<file path="src/rtl/otp_bank_sched_if.sv">
// otp_bank_sched_if
//  Bundles the session, producer (otp_gen) and consumer (sd) handshakes of
//  the OTP ping-pong bank scheduler.
//  slave  : the scheduler side (drives gen_otp/new_otp/wbank/otp_ready/rbank/
//           busy/done/err, receives start/blocks/otp_done/rel)
//  master : the controller/otp_gen/sd side (mirror image)
//  Signals:
//   start     1-cycle pulse, begin a session (ignored while busy)
//   blocks    number of 512-byte blocks in the session, sampled on start
//   gen_otp   1-cycle pulse, otp_gen starts filling bank wbank
//   new_otp   with gen_otp: advance the keystream counter (all but the first block)
//   wbank     bank otp_gen writes to
//   otp_done  1-cycle pulse, otp_gen finished the current bank
//   otp_ready level, bank rbank is full and may be read
//   rbank     bank sd reads from
//   rel       1-cycle pulse, sd is done with bank rbank
//   busy      session in progress
//   done      1-cycle pulse, last block of the session released
//   err       sticky protocol error
interface otp_bank_sched_if #(
    parameter int BLK_W = 16
);
    logic             start;
    logic [BLK_W-1:0] blocks;
    logic             gen_otp;
    logic             new_otp;
    logic             wbank;
    logic             otp_done;
    logic             otp_ready;
    logic             rbank;
    logic             rel;
    logic             busy;
    logic             done;
    logic             err;

    modport slave (
        input  start, blocks, otp_done, rel,
        output gen_otp, new_otp, wbank, otp_ready, rbank, busy, done, err
    );

    modport master (
        output start, blocks, otp_done, rel,
        input  gen_otp, new_otp, wbank, otp_ready, rbank, busy, done, err
    );
endinterface

</file>
<file path="src/rtl/otp_bank_sched.sv">
// otp_bank_sched
//  Ping-pong scheduler for the two OTP keystream banks (1024 nibbles each)
//  between otp_gen (producer) and the sd core (consumer). Launches otp_gen on
//  a free bank, advertises full banks to sd, recycles banks as sd releases
//  them, counts blocks over a session and flags protocol errors.
//  Ports:
//   clk    system clock
//   rst_n  asynchronous active-low reset
//   bus    otp_bank_sched_if.slave, see the interface for signal meanings
//  All outputs are registered.
module otp_bank_sched #(
    parameter int BLK_W = 16
) (
    input  logic              clk,
    input  logic              rst_n,
    otp_bank_sched_if.slave   bus
);
    typedef enum logic {IDLE, RUN} state_t;
    typedef enum logic [1:0] {EMPTY, FILLING, FULL} bank_t;

    localparam logic [BLK_W-1:0] ONE = {{(BLK_W-1){1'b0}}, 1'b1};

    state_t           state_reg, state_next;
    bank_t            bank_reg  [2];
    bank_t            bank_next [2];
    logic             wptr_reg, wptr_next;
    logic             rptr_reg, rptr_next;
    logic [BLK_W-1:0] gen_left_reg, gen_left_next;
    logic [BLK_W-1:0] rel_left_reg, rel_left_next;
    logic             gen_otp_reg, gen_otp_next;
    logic             new_otp_reg, new_otp_next;
    logic             wbank_reg, wbank_next;
    logic             ready_reg, ready_next;
    logic             busy_reg, busy_next;
    logic             done_reg, done_next;
    logic             err_reg, err_next;

    logic [1:0]       is_filling;
    logic             any_filling;
    logic             rd_full;
    logic             fire;

    genvar gi;
    generate
        for (gi = 0; gi < 2; gi++) begin : g_bank_flag
            assign is_filling[gi] = (bank_reg[gi] == FILLING);
        end
    endgenerate

    // Only one bank can ever be FILLING, and it is always bank[wptr].
    assign any_filling = |is_filling;
    assign rd_full     = (bank_reg[rptr_reg] == FULL);
    assign fire        = (gen_left_reg != '0) && (bank_reg[wptr_reg] == EMPTY) && !any_filling;

    always_comb begin
        state_next    = state_reg;
        bank_next[0]  = bank_reg[0];
        bank_next[1]  = bank_reg[1];
        wptr_next     = wptr_reg;
        rptr_next     = rptr_reg;
        gen_left_next = gen_left_reg;
        rel_left_next = rel_left_reg;
        gen_otp_next  = 1'b0;
        new_otp_next  = 1'b0;
        wbank_next    = wbank_reg;
        done_next     = 1'b0;
        err_next      = err_reg;

        case (state_reg)
            IDLE: begin
                if (bus.start) begin
                    err_next = 1'b0;
                    if (bus.blocks != '0) begin
                        // The first block is launched straight from the start
                        // pulse so that gen_otp lands one cycle later; it is
                        // the only block issued with new_otp=0. Pointers are
                        // re-aligned to bank 0 for every session.
                        state_next    = RUN;
                        gen_left_next = bus.blocks;
                        rel_left_next = bus.blocks;
                        wptr_next     = 1'b0;
                        rptr_next     = 1'b0;
                        bank_next[0]  = FILLING;
                        bank_next[1]  = EMPTY;
                        gen_otp_next  = 1'b1;
                        new_otp_next  = 1'b0;
                        wbank_next    = 1'b0;
                    end else begin
                        done_next = 1'b1;
                    end
                end
                if (bus.otp_done || bus.rel) begin
                    err_next = 1'b1;
                end
            end

            RUN: begin
                // Producer launch; cannot coincide with a valid otp_done
                // because launch needs no bank FILLING and otp_done needs one.
                if (fire) begin
                    bank_next[wptr_reg] = FILLING;
                    gen_otp_next        = 1'b1;
                    new_otp_next        = 1'b1;
                    wbank_next          = wptr_reg;
                end

                if (bus.otp_done) begin
                    if (any_filling) begin
                        bank_next[wptr_reg] = FULL;
                        wptr_next           = ~wptr_reg;
                        gen_left_next       = gen_left_reg - ONE;
                    end else begin
                        err_next = 1'b1;
                    end
                end

                // A valid release always targets the FULL bank at rptr, which
                // can never be the FILLING bank, so both updates coexist.
                if (bus.rel) begin
                    if (rd_full) begin
                        bank_next[rptr_reg] = EMPTY;
                        rptr_next           = ~rptr_reg;
                        rel_left_next       = rel_left_reg - ONE;
                        if (rel_left_reg == ONE) begin
                            state_next = IDLE;
                            done_next  = 1'b1;
                        end
                    end else begin
                        err_next = 1'b1;
                    end
                end
            end

            default: state_next = IDLE;
        endcase

        // Level outputs are computed from next state so they are registered
        // yet track the bank state without an extra cycle of lag.
        ready_next = (bank_next[rptr_next] == FULL);
        busy_next  = (state_next == RUN);
    end

    always_ff @(posedge clk or negedge rst_n) begin
        if (!rst_n) begin
            state_reg    <= IDLE;
            bank_reg[0]  <= EMPTY;
            bank_reg[1]  <= EMPTY;
            wptr_reg     <= 1'b0;
            rptr_reg     <= 1'b0;
            gen_left_reg <= '0;
            rel_left_reg <= '0;
            gen_otp_reg  <= 1'b0;
            new_otp_reg  <= 1'b0;
            wbank_reg    <= 1'b0;
            ready_reg    <= 1'b0;
            busy_reg     <= 1'b0;
            done_reg     <= 1'b0;
            err_reg      <= 1'b0;
        end else begin
            state_reg    <= state_next;
            bank_reg[0]  <= bank_next[0];
            bank_reg[1]  <= bank_next[1];
            wptr_reg     <= wptr_next;
            rptr_reg     <= rptr_next;
            gen_left_reg <= gen_left_next;
            rel_left_reg <= rel_left_next;
            gen_otp_reg  <= gen_otp_next;
            new_otp_reg  <= new_otp_next;
            wbank_reg    <= wbank_next;
            ready_reg    <= ready_next;
            busy_reg     <= busy_next;
            done_reg     <= done_next;
            err_reg      <= err_next;
        end
    end

    assign bus.gen_otp   = gen_otp_reg;
    assign bus.new_otp   = new_otp_reg;
    assign bus.wbank     = wbank_reg;
    assign bus.otp_ready = ready_reg;
    assign bus.rbank     = rptr_reg;
    assign bus.busy      = busy_reg;
    assign bus.done      = done_reg;
    assign bus.err       = err_reg;
endmodule
</file>
<file path="src/flat_wrapper.sv">
// flat-port wrapper written by rule: the top's interface ports become plain ports
module otp_bank_sched_flat 
#(
    parameter int BLK_W = 16
)
  (clk, rst_n, bus_start, bus_blocks, bus_otp_done, bus_rel, bus_gen_otp, bus_new_otp, bus_wbank, bus_otp_ready, bus_rbank, bus_busy, bus_done, bus_err);
  otp_bank_sched_if #(.BLK_W(BLK_W)) bus_i ();
  input  logic clk;
  input  logic rst_n;
  input wire logic [$bits(bus_i.start)-1:0] bus_start;
  input wire logic [$bits(bus_i.blocks)-1:0] bus_blocks;
  input wire logic [$bits(bus_i.otp_done)-1:0] bus_otp_done;
  input wire logic [$bits(bus_i.rel)-1:0] bus_rel;
  output wire logic [$bits(bus_i.gen_otp)-1:0] bus_gen_otp;
  output wire logic [$bits(bus_i.new_otp)-1:0] bus_new_otp;
  output wire logic [$bits(bus_i.wbank)-1:0] bus_wbank;
  output wire logic [$bits(bus_i.otp_ready)-1:0] bus_otp_ready;
  output wire logic [$bits(bus_i.rbank)-1:0] bus_rbank;
  output wire logic [$bits(bus_i.busy)-1:0] bus_busy;
  output wire logic [$bits(bus_i.done)-1:0] bus_done;
  output wire logic [$bits(bus_i.err)-1:0] bus_err;
  assign bus_i.start = bus_start;
  assign bus_i.blocks = bus_blocks;
  assign bus_i.otp_done = bus_otp_done;
  assign bus_i.rel = bus_rel;
  assign bus_gen_otp = bus_i.gen_otp;
  assign bus_new_otp = bus_i.new_otp;
  assign bus_wbank = bus_i.wbank;
  assign bus_otp_ready = bus_i.otp_ready;
  assign bus_rbank = bus_i.rbank;
  assign bus_busy = bus_i.busy;
  assign bus_done = bus_i.done;
  assign bus_err = bus_i.err;
  otp_bank_sched #(.BLK_W(BLK_W)) u_core (.clk(clk), .rst_n(rst_n), .bus(bus_i));
endmodule
</file>
<file path="config.mk">
export PLATFORM = sky130hd
export DESIGN_NAME = otp_bank_sched_flat
export DESIGN_NICKNAME = d
export VERILOG_FILES = /design/src/rtl/otp_bank_sched_if.sv /design/src/rtl/otp_bank_sched.sv /design/src/flat_wrapper.sv
export SDC_FILE = /design/constraint.sdc
export NUM_CORES = 1
export LEC_CHECK = 0
export ABC_AREA = 1
export BUFFER_PORTS_ARGS = -buffer_cell sky130_fd_sc_hd__buf_2
export CAP_MARGIN = 40
export CORE_ASPECT_RATIO = 2
export CORE_UTILIZATION = 60
export DETAILED_ROUTE_END_ITERATION = 7
export PLACE_DENSITY_LB_ADDON = 0.25
export SETUP_SLACK_MARGIN = 0.5
export SLEW_MARGIN = 20
export SYNTH_ARGS = -nofsm -noshare
export SYNTH_HDL_FRONTEND = slang
export SYNTH_SLANG_ARGS = --single-unit
</file>
<file path="constraint.sdc">
create_clock -name clk -period 3.7 [get_ports clk]
set_input_delay 0.185 -clock clk [delete_from_list [all_inputs] [get_ports clk]]
set_output_delay 0.185 -clock clk [all_outputs]
set_load 0.05 [all_outputs]
</file>
Word-level counts from Yosys, hierarchy flattened
Cells that the tools add are included.

word-level totals
  register bits = 45
  bits of input ports = 21
  output and inout port bits = 8
  word-level logic and storage cells = 125

operators by class
  eq/ne operators = 13
  order comparisons = 5
  add/subtract/negate cells = 2
  bitwise operators = 14
  reduce and logical (&&, ||, !) cells = 13
  muxes and demuxes = 65

operators by type and width
  operator                                                                      count
  16-bit two-way mux                                                            6
  16-bit case mux with 2 select lines                                           2
  4-bit two-way mux                                                             9
  16-bit nonzero test                                                           2
  16-bit by 1-bit subtractor with 16-bit output, second input constant          2
  1-bit two-way mux                                                             26
  2-bit two-way mux                                                             11
  16-bit by 1-bit equality test with 1-bit output, second input constant        1
  1-bit case mux with 2 select lines                                            8
  2-bit inequality test, second input constant                                  6
  4-bit case mux with 2 select lines                                            1
  4-bit AND reduction                                                           2
  2-bit >= comparator, second input constant                                    3
  1-bit NOT with 2-bit output                                                   3
  2-bit AND                                                                     2
  4-bit AND                                                                     1
  2-bit demux with 1-bit select                                                 2
  2-bit by 1-bit equality test with 1-bit output, second input constant         2
  2-bit equality test, second input constant                                    2
  1-bit logical AND                                                             4
  2-bit by 1-bit less-than comparator with 1-bit output, second input constant  2
  2-bit NOT                                                                     2
  4-bit NOT                                                                     1
  2-bit OR                                                                      2
  8 further kinds                                                               10

Logic depth before layout (Yosys ltp)
Gate-level depths: netlist (run 1).

  depth after elaboration = 21
  gate-level depth with buffers = 11
  depth with buffers taken out = 11

Worst setup path after synthesis (run 1)
OpenSTA, ideal clock, no wires.

  path kind = reg2reg
  start = register u_core.state_reg
  end = register u_core.rel_left_reg[3]
  path buffers = 1
  period minus slack after synthesis = 1.596 ns
  cell stages (with the launch flop) = 6
  arrival = 1.520 ns
  required time = 3.624 ns
  setup slack = 2.104 ns
  path through = dfrtp_1 > clkinv_1 > clkbuf_1 > o31ai_1 > nand2_1 > o21ai_1

between the ends
  longest elaborated chain between the ends = 3
  elaborated cells on any way between the ends = 7
  classes of those cells = eq/ne: 4; mux: 1; bitwise: 1; reduce/logical: 1

RTL lines
  what                                                                                                               line                   source
  from (decl)                                                                                                        otp_bank_sched.sv:23   state_t state_reg, state_next;
  from (signal assigned)                                                                                             otp_bank_sched.sv:160  state_reg <= state_next;
  1-bit NOT                                                                                                          otp_bank_sched.sv:69   case (state_reg)
  2-bit by 1-bit inequality test with 1-bit output (no source line) / 2-bit inequality test (equally long branches)  n/a
  4-bit AND reduction (no source line)                                                                               n/a
  to (signal assigned)                                                                                               otp_bank_sched.sv:166  rel_left_reg <= rel_left_next;
  to (decl)                                                                                                          otp_bank_sched.sv:29   logic [BLK_W-1:0] rel_left_reg, rel_left_next;

Parallel ways exist; a longest one is shown, timed or not.
A chain may end at the register's enable or synchronous reset.

Worst setup path after layout (run 1)
  start = register u_core.state_reg
  end = register u_core.gen_left_reg[10]

between the ends
  longest elaborated chain between the ends = 3
  elaborated cells on any way between the ends = 7
  classes of those cells = eq/ne: 4; mux: 1; bitwise: 1; reduce/logical: 1

RTL lines
  what                                                                                                               line                   source
  1-bit NOT                                                                                                          otp_bank_sched.sv:69
  2-bit by 1-bit inequality test with 1-bit output (no source line) / 2-bit inequality test (equally long branches)  n/a
  4-bit AND reduction (no source line)                                                                               n/a
  to (signal assigned)                                                                                               otp_bank_sched.sv:165  gen_left_reg <= gen_left_next;
  to (decl)                                                                                                          otp_bank_sched.sv:28   logic [BLK_W-1:0] gen_left_reg, gen_left_next;

Parallel ways exist; a longest one is shown, timed or not.

==> flow_summary.toml, run 1 <==
[timing]
rsz0062_at_grt = "false"
finalCritPeriodShare_pct = 55.3
slew_viol_final = 0
min_period_ns = 2.05
relSlewSlack_pct = 67.3
fin_tns_setup_ns = 0
setup_slack_ns = 1.65
worst-slew-pin-transition_ns = 0.487
hold_viol_final = 0
fmax_ghz = 0.489
fin_skew_ns = 0.00650
setup_viol = 0
hold_slack_ns = 0.188

[clocking]
cts_made_buffers = 5
cts.sinks = 45
post_cts_buffers = 0
cts-htree-levels = 2
cts_tree = "built"
path_clk_slew_ns = 0.08
clkLatencyLatePin_ns = 0.30
clock_path_buffers = 2
cts-root-buf = "clkbuf_8"

[critical_path]
crit_family = "buffers and inverters"
crit_chain = "buf_4, clkinv_1, buf_8, o21ai_0, o21ai_0, nand2_1"
rrSetupSlack_ns = 1.65
slowest_delay_ns = 0.52
crit_path_top_delay_cell = "clkinv_1"
path_buf_inv = 3
end_kind = "flop"
required_ns = 3.94
cp_max_fo = 40
crit_path_frequent_cell = "o21ai_0"
cp.depth = 6
worst_r2r_startpoint = "u_core.state_reg"
arrival_ns = 2.29
startpoint = "u_core.state_reg"
setup.worst_path.class = "reg2reg"
worstSetupStartpointType = "flop"
reg2reg_to = "u_core.gen_left_reg[10]"
crit_end = "u_core.gen_left_reg[10]"
rr_worst_depth = 6

[detailed_routing]
first_pass_iters = 4
drt_wl_total_mm = 7.49
num_vias = 2844
drtIter0Drc = 93
viasPerCell = 5.71
drc = 0
postRouteAntennaNets = 0
routedWlPerCell_um = 15.0

[pwr]
pwr-share-clk_pct = 14.5
ir_worst_vdd_uv = 382
leakage_nw = 1.56
cellPowerDensity_nw_per_um2 = 652
switchingPower_uw = 968
swShare_pct = 46.8
comb_power_share_pct = 45.9
seq_power_share_pct = 39.6
p_int_mw = 1.10

[logic_synthesis]
synth_area_um2 = 2910
yosysSeqAreaShare_pct = 38.7
synth_seq_cells = 45
syn_avg_cell_area_um2 = 7.02
synth_nets = 438
syn_inst = 414
synth_cell_types = 31
yosysWarningCount = 0

[hold_path]
worstHoldStart = "bus_blocks[8]"
hold_class = "in2reg"

[floorplan]
io_pins = 29
die_w_um = 51.2
initial_core_util_pct = 62.6
row_count = 35
die_h_um = 100
core-area_um2 = 4640
die_area_um2 = 5150

[layout]
final_cells = 498
num_antenna_cells = 0
drive_above_1_share_pct = 13.3
fin_util_pct = 68.4
final_common_cell = "nand2_1"
syn2layout_area_growth_pct = 9.12
nNetsFinal = 466
final_cell_mix = "103 x nand2_1, 75 x nor2_1, 45 x dfrtp_1, 39 x inv_1, 28 x buf_2"

[grt]
antenna_found_initial = 0
grt_use_total_pct = 33.0
grt_max_degree = 41
grt_pass1_vias = 2810
grt_overflow = 0
grt_pass1_wl_mm = 12.6

[place]
pre_cts_ws_ns = 1.71
place_congestion = 0.873
hpwl_mm = 5.71
io_buffers = 28
dp.cells = 489

[outcome]
status = "completed"

[flow_run]
drv_cap = 0
## area by class of cell
class                           instances  area, µm²
Clock buffer                            8       80.1
Fill cell                             430       1470
Inverter                               44        165
Multi-Input combinational cell        314       1540
Sequential cell                        45       1130
Tap cell                               55       68.8
Timing Repair Buffer                   32        193
## cells in the mapped netlist, drive strengths merged
cell type | instances | share of area, %
nand2 | 111 | 16
nor2 | 80 | 11
dfrtp | 45 | 39
inv | 43 | 5.6
o21ai | 31 | 5.3
nand3 | 23 | 4.3
a21oi | 20 | 3.4
a31oi | 16 | 3.9
xor2 | 10 | 3.0
buf | 8 | 2.2
nand4 | 6 | 1.3
xnor2 | 5 | 1.5
clkbuf | 3 | 0.39
ha | 3 | 1.3
nor3 | 3 | 0.86
o31ai | 2 | 0.52
a21o | 1 | 0.26
a221o | 1 | 0.34
clkinv | 1 | 0.13
nor4 | 1 | 0.22
o21bai | 1 | 0.26
## layer usage
layer / track usage, % / wire (µm) / up-vias
li1: - / - / 1388
met1: 33.9 / 2760 / 1334
met2: 56.9 / 4070 / 85
met3: 6.18 / 205 / 37
met4: 25.2 / 467 / 0
met5: 0 / 0 / -
## metrics by stage
stage | area [µm²] | total power [mW]
after floorplan | 2910 | 1.55
after global placement | 3050 | 1.73
after detailed placement | 3080 | 1.76
after CTS | 3170 | 2.07
after global routing | 3170 | 2.25
final | 3170 | 2.07
## timing repair
action | in CTS | in global routing
hold endpoints to repair | 19 | 0
resized for setup | 0 | 0
hold buffers | 1 | 0
## worst reg2reg max path, cell delays in order (launching register included)
cell and delay, ns:
dfrtp_1 0.33, buf_4 0.37, clkinv_1 0.54, buf_8 0.33, o21ai_0 0.23, o21ai_0 0.11, nand2_1 0.08
## cells by family (layout without fill, tap and decap cells)
logic type               Yosys count  count (layout)  share of synthesized area [%]
AO/OA/AOI/OAI                     72              72                           14.0
XOR/XNOR                          15              15                           4.52
adder cells (fa/ha/maj)            3               3                           1.29
buffers and inverters             55              84                           8.30
flip-flops                        45              45                           38.7
AND/OR/NAND/NOR                  224             224                           33.1
## power groups by stage
| stage | clock network [mW] | registers, mW | logic, mW |
|---|---|---|---|
| finish | 0.300 | 0.818 | 0.949 |
| detailed placement | 0 | 0.821 | 0.944 |
| global placement | 0 | 0.818 | 0.911 |
| CTS | 0.305 | 0.813 | 0.947 |
| floorplan | 0 | 0.855 | 0.690 |
| global route | 0.327 | 0.837 | 1.08 |
## worst min path at each step
stage	end	slack, ns	depth (start not counted)
2_1_floorplan	u_core.bank_reg[0]	-0.11	0
3_3_place_gp	u_core.bus.done	0.41	1
3_5_place_dp	u_core.bus.done	0.17	1
4_1_cts	u_core.gen_left_reg[3]	0.19	3
5_1_grt	u_core.rel_left_reg[8]	0.21	3
6_report	u_core.rel_left_reg[8]	0.19	3
(Power assumes the default switching activity.)
==> inputs of run 2 (changes only) <==
--- a/config.mk
+++ b/config.mk
@@ -9,7 +9,7 @@
 export BUFFER_PORTS_ARGS = -buffer_cell sky130_fd_sc_hd__buf_2
 export CAP_MARGIN = 40
 export CORE_ASPECT_RATIO = 2
-export CORE_UTILIZATION = 60
+export CORE_UTILIZATION = 59
 export DETAILED_ROUTE_END_ITERATION = 7
 export PLACE_DENSITY_LB_ADDON = 0.25
 export SETUP_SLACK_MARGIN = 0.5
==> constraint.sdc (replaced) <==
create_clock -name clk -period 1.9 [get_ports clk]
set_input_delay 0.095 -clock clk [delete_from_list [all_inputs] [get_ports clk]]
set_output_delay 0.095 -clock clk [all_outputs]
set_load 0.05 [all_outputs]
==> flow_summary.toml, run 2 (synthesized netlist as in run 1, its figures left out) <==
[floorplan]
core-area_um2 = 4690
die_area_um2 = 5230
die_h_um = 101
row_count = 35
io_pins = 29
initial_core_util_pct = 62.1
die_w_um = 51.6

[critical_path]
cp_max_fo = 5
worst_r2r_startpoint = "u_core.rel_left_reg[3]"
rrSetupSlack_ns = 0.27
arrival_ns = 1.86
end_kind = "flop"
startpoint = "u_core.rel_left_reg[3]"
rr_worst_depth = 7
reg2reg_to = "u_core.rel_left_reg[7]"
setup.worst_path.class = "reg2reg"
worstSetupStartpointType = "flop"
required_ns = 2.13
crit_end = "u_core.rel_left_reg[7]"

[detailed_routing]
routedWlPerCell_um = 20.2
drt_wl_total_mm = 11.0
viasPerCell = 6.43
drtIter0Drc = 297
drc = 0
num_vias = 3505
postRouteAntennaNets = 0
first_pass_iters = 6

[grt]
grt_use_total_pct = 36.9
grt_overflow = 0
grt_pass1_vias = 3050
antenna_found_initial = 0
grt_pass1_wl_mm = 14.0
grt_max_degree = 36

[flow_run]
drv_cap = 0

[timing]
fin_tns_setup_ns = 0
min_period_ns = 1.63
relSlewSlack_pct = 67.8
fmax_ghz = 0.612
fin_skew_ns = 0.0125
hold_viol_final = 0
setup_viol = 0
setup_slack_ns = 0.266
finalCritPeriodShare_pct = 86.0
worst-slew-pin-transition_ns = 0.483
hold_slack_ns = 0.0889
slew_viol_final = 0
rsz0062_at_grt = "true"

[layout]
syn2layout_area_growth_pct = 36.6
final_cells = 545
final_cell_mix = "84 x nand2_1, 48 x nor2_1, 37 x buf_4, 33 x dfrtp_1, 30 x inv_1"
num_antenna_cells = 0
nNetsFinal = 513
final_common_cell = "nand2_1"
drive_above_1_share_pct = 38.8

[clocking]
cts_made_buffers = 5
clock_path_buffers = 2
cts-htree-levels = 2
cts.sinks = 45
cts_tree = "built"
path_clk_slew_ns = 0.10
cts-root-buf = "clkbuf_8"
clkLatencyLatePin_ns = 0.31

[pwr]
cellPowerDensity_nw_per_um2 = 1450
leakage_nw = 1.88
finalPower_mw = 5.77
ir_worst_vdd_uv = 1170

[place]
dp.cells = 493
hpwl_mm = 5.79
io_buffers = 28
place_congestion = 0.931
pre_cts_ws_ns = 0.295

[hold_path]
hold_class = "in2reg"

[outcome]
status = "completed"
==> run 2: cell types whose count changed in the layout (fill, tap and decap cells not counted), sizes merged <==
cell,before,now
clkinvlp,0,1
bufinv,0,1
buf,31,74
clkbuf,8,9
nand2,111,112
==> run 2: routing by layer <==
metal  vias to the layer above  global-route usage, %  share of wire [%]
met2                       273                   66.0                 51
met1                      1641                   36.5                 32
met3                        97                   5.86                8.3
li1                       1494                      -                  -
met5                         -                      0                  0
met4                         0                   27.7                8.7
==> run 2: worst min path at each step <==
| stage | from | slack (ns) | endpoint | cells after the start |
|---|---|---|---|---|
| 3_3_place_gp | rst_n | 0.07 | u_core.state_reg | 1 |
| 3_5_place_dp | rst_n | 0.07 | u_core.state_reg | 1 |
| 4_1_cts | bus_blocks[4] | 0.08 | u_core.gen_left_reg[4] | 3 |
| 6_report | bus_blocks[15] | 0.09 | u_core.rel_left_reg[15] | 3 |
| 5_1_grt | bus_blocks[15] | 0.10 | u_core.rel_left_reg[15] | 3 |
| 2_1_floorplan | rst_n | -0.20 | u_core.bank_reg[0] | 0 |
==> run 2: what timing repair did <==
item / CTS / global route
gates cloned: 1 / 2
hold endpoints to repair: 18 / 0
pin swaps: 13 / 30
gates resized for setup: 41 / 84
setup buffers: 26 / 14
hold buffers: 1 / 0
endpoints found under the setup margin: 38 / 42
==> run 2: power breakdown <==
group	switching, mW	internal, mW
clock network	0.364	0.428
logic	1.92	1.35
registers	0.421	1.28
==> run 2: area by class of cell <==
cell class	instances	area [µm²]
clock inverters	2	37.5
fillers	264	714
well taps	55	68.8
clock buffers	6	82.6
inverters	44	170
flip-flops and latches	45	1140
repair buffers	78	606
multi-input cells	315	1870
==> run 2: per-stage QoR <==
stage	area, µm²	utilization [%]
CTS	3550	75.9
finish	3970	84.8
global placement	3100	66.1
detailed placement	3100	66.1
floorplan	2910	-
global route	3970	84.8
==> run 2: critical path: stages (launching register included) <==
cell     delay [ns]
dfrtp_1        0.47
nor2_1         0.18
nand2_1        0.13
nor2_4         0.19
buf_4          0.15
xor2_1         0.15
a21oi_1        0.10
o21ai_1        0.17
